==> config.mk <==
export PLATFORM = sky130hd
export DESIGN_NAME = bvh_traverse_ctrl
export DESIGN_NICKNAME = d
export VERILOG_FILES = /design/src/rtl/bvh_traverse_ctrl.sv
export SDC_FILE = /design/constraint.sdc
export NUM_CORES = 1
export LEC_CHECK = 0
export CORE_AREA = 2 2 344 346
export CTS_CLUSTER_DIAMETER = 150
export DETAILED_ROUTE_END_ITERATION = 6
export DIE_AREA = 0 0 346 348
export PLACE_DENSITY = 0.51
export SLEW_MARGIN = 20
export SYNTH_ARGS = -nofsm -noshare
export SYNTH_HDL_FRONTEND = slang
export SYNTH_SLANG_ARGS = --single-unit
==> constraint.sdc <==
create_clock -name i_clk -period 17.46 [get_ports i_clk]
set_clock_uncertainty 0.05 [all_clocks]
set_input_delay 4.365 -clock i_clk [delete_from_list [all_inputs] [get_ports i_clk]]
set_output_delay 4.365 -clock i_clk [all_outputs]
set_load 0.01 [all_outputs]
==> src/rtl/bvh_traverse_ctrl.sv <==
// bvh_traverse_ctrl: walks a BVH for one ray, issuing node fetches and ray/box tests and streaming leaf hits.
// Define BVH_TRAV_STATS_EN to add saturating node-test and leaf-hit counters.
module bvh_traverse_ctrl #(
    parameter int FRA_BITS    = 16,
    parameter int NODE_AW     = 16,
    parameter int PRIM_W      = 16,
    parameter int STACK_DEPTH = 16
) (
    input  logic                             i_clk,
    input  logic                             i_rst,
    input  logic                             i_start,
    input  logic signed [0:1][0:2][31:0]     i_ray,
    input  logic [NODE_AW-1:0]               i_root,
    output logic                             o_busy,
    output logic                             o_done,
    output logic                             o_overflow,
    output logic                             o_node_rd,
    output logic [NODE_AW-1:0]               o_node_addr,
    input  logic                             i_node_rvalid,
    input  logic signed [0:1][0:2][31:0]     i_node_bbox,
    input  logic                             i_node_leaf,
    input  logic [NODE_AW-1:0]               i_node_left,
    input  logic [NODE_AW-1:0]               i_node_right,
    input  logic [PRIM_W-1:0]                i_node_prim,
    output logic                             o_test_start,
    output logic signed [0:1][0:2][31:0]     o_test_ray,
    output logic signed [0:1][0:2][31:0]     o_test_bbox,
    input  logic                             i_test_done,
    input  logic                             i_test_hit,
    output logic                             o_leaf_valid,
    output logic [PRIM_W-1:0]                o_leaf_prim,
    input  logic                             i_leaf_ready
`ifdef BVH_TRAV_STATS_EN
    ,
    output logic [15:0]                      o_nodes_tested,
    output logic [15:0]                      o_leaves_hit
`endif
);
    localparam int SA = $clog2(STACK_DEPTH);
    localparam logic [SA:0] FULL = (SA+1)'(STACK_DEPTH);

    // Ray/bbox words are fixed-point with FRA_BITS fraction; this block only moves them.
    if (FRA_BITS > 31) begin : g_fra_unsupported
    end

    typedef enum logic [3:0] {IDLE, POP, FETCH, WAITN, TEST, WAITT, EMIT, PUSHR, PUSHL, DONE} state_t;

    state_t              state;
    logic [SA:0]         sp;
    logic [SA-1:0]       top_idx;
    logic [NODE_AW-1:0]  stack [STACK_DEPTH];
    logic                leaf;
    logic [NODE_AW-1:0]  left, right;
    logic [PRIM_W-1:0]   prim;
    logic                push;
    logic [SA-1:0]       push_idx;
    logic [NODE_AW-1:0]  push_val;

    assign top_idx = SA'(sp - 1'b1);

    always_comb begin
        push     = (state == IDLE && i_start) || ((state == PUSHR || state == PUSHL) && sp != FULL);
        push_idx = state == IDLE ? '0 : sp[SA-1:0];
        push_val = state == IDLE ? i_root : state == PUSHR ? right : left;
    end

    // Stack storage needs no reset: sp alone defines which entries are live.
    always_ff @(posedge i_clk)
        if (push) stack[push_idx] <= push_val;

    always_ff @(posedge i_clk or posedge i_rst) begin
        if (i_rst) begin
            state        <= IDLE;
            sp           <= '0;
            o_busy       <= 1'b0;
            o_done       <= 1'b0;
            o_overflow   <= 1'b0;
            o_node_rd    <= 1'b0;
            o_node_addr  <= '0;
            o_test_start <= 1'b0;
            o_test_ray   <= '0;
            o_test_bbox  <= '0;
            o_leaf_valid <= 1'b0;
            o_leaf_prim  <= '0;
            leaf         <= 1'b0;
            left         <= '0;
            right        <= '0;
            prim         <= '0;
        end else begin
            case (state)
                IDLE: if (i_start) begin
                    o_test_ray <= i_ray;
                    sp         <= 1;
                    o_overflow <= 1'b0;
                    o_busy     <= 1'b1;
                    state      <= POP;
                end
                POP: if (sp == '0) begin
                    o_done <= 1'b1;
                    state  <= DONE;
                end else begin
                    sp          <= sp - 1'b1;
                    o_node_addr <= stack[top_idx];
                    o_node_rd   <= 1'b1;
                    state       <= FETCH;
                end
                FETCH: begin
                    o_node_rd <= 1'b0;
                    state     <= WAITN;
                end
                WAITN: if (i_node_rvalid) begin
                    o_test_bbox  <= i_node_bbox;
                    leaf         <= i_node_leaf;
                    left         <= i_node_left;
                    right        <= i_node_right;
                    prim         <= i_node_prim;
                    o_test_start <= 1'b1;
                    state        <= TEST;
                end
                TEST: begin
                    o_test_start <= 1'b0;
                    state        <= WAITT;
                end
                WAITT: if (i_test_done) begin
                    o_leaf_valid <= i_test_hit && leaf;
                    o_leaf_prim  <= i_test_hit && leaf ? prim : o_leaf_prim;
                    state        <= !i_test_hit ? POP : leaf ? EMIT : PUSHR;
                end
                EMIT: if (i_leaf_ready) begin
                    o_leaf_valid <= 1'b0;
                    state        <= POP;
                end
                PUSHR, PUSHL: begin
                    if (sp == FULL) o_overflow <= 1'b1;
                    else sp <= sp + 1'b1;
                    state <= state == PUSHR ? PUSHL : POP;
                end
                DONE: begin
                    o_done <= 1'b0;
                    o_busy <= 1'b0;
                    state  <= IDLE;
                end
                default: state <= IDLE;
            endcase
        end
    end

`ifdef BVH_TRAV_STATS_EN
    always_ff @(posedge i_clk or posedge i_rst) begin
        if (i_rst) begin
            o_nodes_tested <= '0;
            o_leaves_hit   <= '0;
        end else if (state == IDLE && i_start) begin
            o_nodes_tested <= '0;
            o_leaves_hit   <= '0;
        end else begin
            if (state == WAITT && i_test_done && o_nodes_tested != 16'hFFFF) o_nodes_tested <= o_nodes_tested + 1'b1;
            if (state == EMIT && i_leaf_ready && o_leaves_hit != 16'hFFFF) o_leaves_hit <= o_leaves_hit + 1'b1;
        end
    end
`endif
endmodule

==> run metrics <==
status finished, final reports clean; post-synth cell types 54; vias in the first global route 19747; Iter 0 DRT Violations 835; worst hold path type reg -> reg; Yosys top cell by area dfrtp_1; Clk pin slew, worst setup/hold paths 0.06 ns; CTS Hold Bufs 0; H-tree depth 3; prevailing post-synth register cell dfrtp_1; CP top delay family buffers and inverters; crit-path max cell delay 0.91 ns; Buf+Inv Stages, Crit Path 3; vias per cell 4.37; Avg Synthesized Cell Area 17.4 um2; Die Span X 346 um; Crit-path slowest cell buf_4; cell count after synthesis 1645; period utilization 40.7%; CTS buffer count 86; gp weighted congestion 1.03; Clk Latency, worst-skew pair 0.64 ns; WP data arrival 7.58 ns; post-route insts no fill 4166; number of synthesized flops with an enable pin 256; wire per inst 26.5 um; dpl hpwl 84600 um; first-pass GRT wire length 153000 um; final antenna-violating net count 0; YS warnings 0; top cell type's share of synthesized area 42.0%; Slew HR 23.5%; min Tclk post-route 7.10 ns; Tightest Pin Transition 1.15 ns; Critical Path RT 17.94 ns; Hold EP o_test_ray[140]; Hold Crit Depth 1; Max Clock Freq 141 MHz; syn_nets 2104; P_leak 0.0162 uW; wirelength, routed 110000 um; largest net degree at the start of global routing 173; I/O Pins 878; Setup TNS 0 ns; synth top area cells dfrtp_1 42%, edfxtp_1 27%, mux2_2 11%; RSZ-0062 raised after global routing false; number of synthesized register bits 736; CP Max Fanout 81; ys async rst share 65.2%; final core utilization 36.0%; ratio of cells with drive above 1 in the final layout 21.3%; CTS root buf clkbuf_16; CP most frequent cell buf_4; placed insts 3998; initial core utilization 24.5%; Mapped Area 28600 um2; initial antenna violation count 29; Hold Crit Start o_test_ray[140]; number of setup violations in the final report 0; FF-to-FF path depth 6; GRT Util Overall 17.9%; postcts setup bufs 0; nets@finish 3011; commonest non-fill, non-tap cell in the layout clkdlybuf4s50_1; clk sinks 736; die footprint 120000 um2; final slew viol count 0; crit path launch type input port; number of max-cap violations 0; CORE AREA 117000 um2; crit path kind in -> reg; via count 18214; VDD IR max 100 uV; Pwr Density 185 nW/um2; Cell Rows 126; Setup crit end kind flop; Layout area overhead 47.1%; input/output buffers 877; chip height 348 um; post-cts gate resize count 0; CP cell instances clkdlybuf4s50_1 -> and3_1 -> nand2_4 -> buf_4 -> buf_4 -> mux2_2; CTS tree yes; final hold violation count 0; commonest non-fill, non-tap cells in the layout 877 x clkdlybuf4s50_1, 479 x dfrtp_1, 291 x mux2_2, 256 x edfxtp_1, 158 x mux2_1; worst r2r dst o_test_bbox[78]; drt drc 0; sequential fraction of the synthesis area 68.9%; flop2flop setup slack 13.57 ns; Clock Path Buffers 3; Reg-to-Reg Start state[3]; global route total overflow 0; drt first pass iters 5; hold slack 0.438 ns
==> per-stage QoR <==
stage / setup WS, ns / power, uW / area [um2]
global route: 10.21 / 8190 / 42000
floorplan: 6.54 / 4240 / 28600
global placement: 9.75 / 6020 / 39200
finish: 10.36 / 7800 / 42100
CTS: 10.36 / 7930 / 42000
detailed placement: 9.68 / 6080 / 39200
==> cell families (layout without fill, tap and decap cells) <==
group	count (synthesis)	count (layout)	synth area share [%]
buffers and inverters	129	1105	2.45
multiplexers	529	529	23.3
flip-flops	736	736	68.9
other	0	9	0
AND/OR/NAND/NOR	153	153	2.80
AO/OA/AOI/OAI	95	95	2.47
adder cells (fa/ha/maj)	3	3	0.131
==> Yosys cell counts, drive strengths merged (3+ instances only) <==
cell type	count
nor4	7
o21ai	25
a21o	3
nand3	8
nand2	38
nor3	11
inv	40
edfxtp	256
nor2b	3
ha	3
mux2i	16
nand2b	38
a31oi	4
a41oi	16
mux2	449
mux4	64
clkbuf	18
nor2	35
o22a	16
dfrtp	480
a21oi	13
buf	71
==> worst reg2reg max path: stages, from the launching register on <==
cell	delay, ns
dfrtp_1	0.74
nor2_1	0.18
and3_1	0.26
nand2_4	0.33
buf_4	0.75
buf_4	0.94
mux2_2	0.54
==> how the worst max path moves through the flow <==
stage	from	to	slack, ns	depth (start not counted)
floorplan	i_rst	leaf	6.54	1
global placement	i_node_rvalid	o_test_bbox[72]	9.75	6
detailed placement	i_node_rvalid	o_test_bbox[5]	9.68	6
CTS	i_node_rvalid	o_test_bbox[49]	10.36	6
global route	i_node_rvalid	o_test_bbox[5]	10.21	6
finish	i_node_rvalid	o_test_bbox[78]	10.36	6
==> flip-flops by register name (all words and copies together) (netlist names), 4 cells and up <==
register,count
stack,256
o_test_ray,192
prim,16
right,16
o_leaf_prim,16
state,4
o_test_bbox,192
sp,5
o_node_addr,16
left,16
==> where the power goes <==
part           leakage [uW]  internal [uW]  switching (uW)
clock               0.00140           1040             762
combinational       0.00676           1630            1440
sequential          0.00808           2520             414
==> area by class of cell <==
| class | instances | area (um2) |
|---|---|---|
| Antenna cell | 9 | 22.5 |
| Clock buffer | 110 | 2360 |
| Clock inverter | 47 | 453 |
| Fill cell | 11192 | 74900 |
| Inverter | 40 | 154 |
| Multi-Input combinational cell | 780 | 8390 |
| Sequential cell | 736 | 19700 |
| Tap cell | 1536 | 1920 |
| Timing Repair Buffer | 908 | 9050 |
==> layer usage <==
layer  vias to the layer above  global-route usage [%]  routed length, um  part of all wire [%]
met1                      9552                    21.5              43800                    40
met3                       143                    6.37               8770                   8.0
met5                         -                       0                211                  0.19
li1                       7916                       -                  -                     -
met4                        32                    4.37               2130                   1.9
met2                       571                    30.4              55300                    50
(Power assumes the default switching activity.)
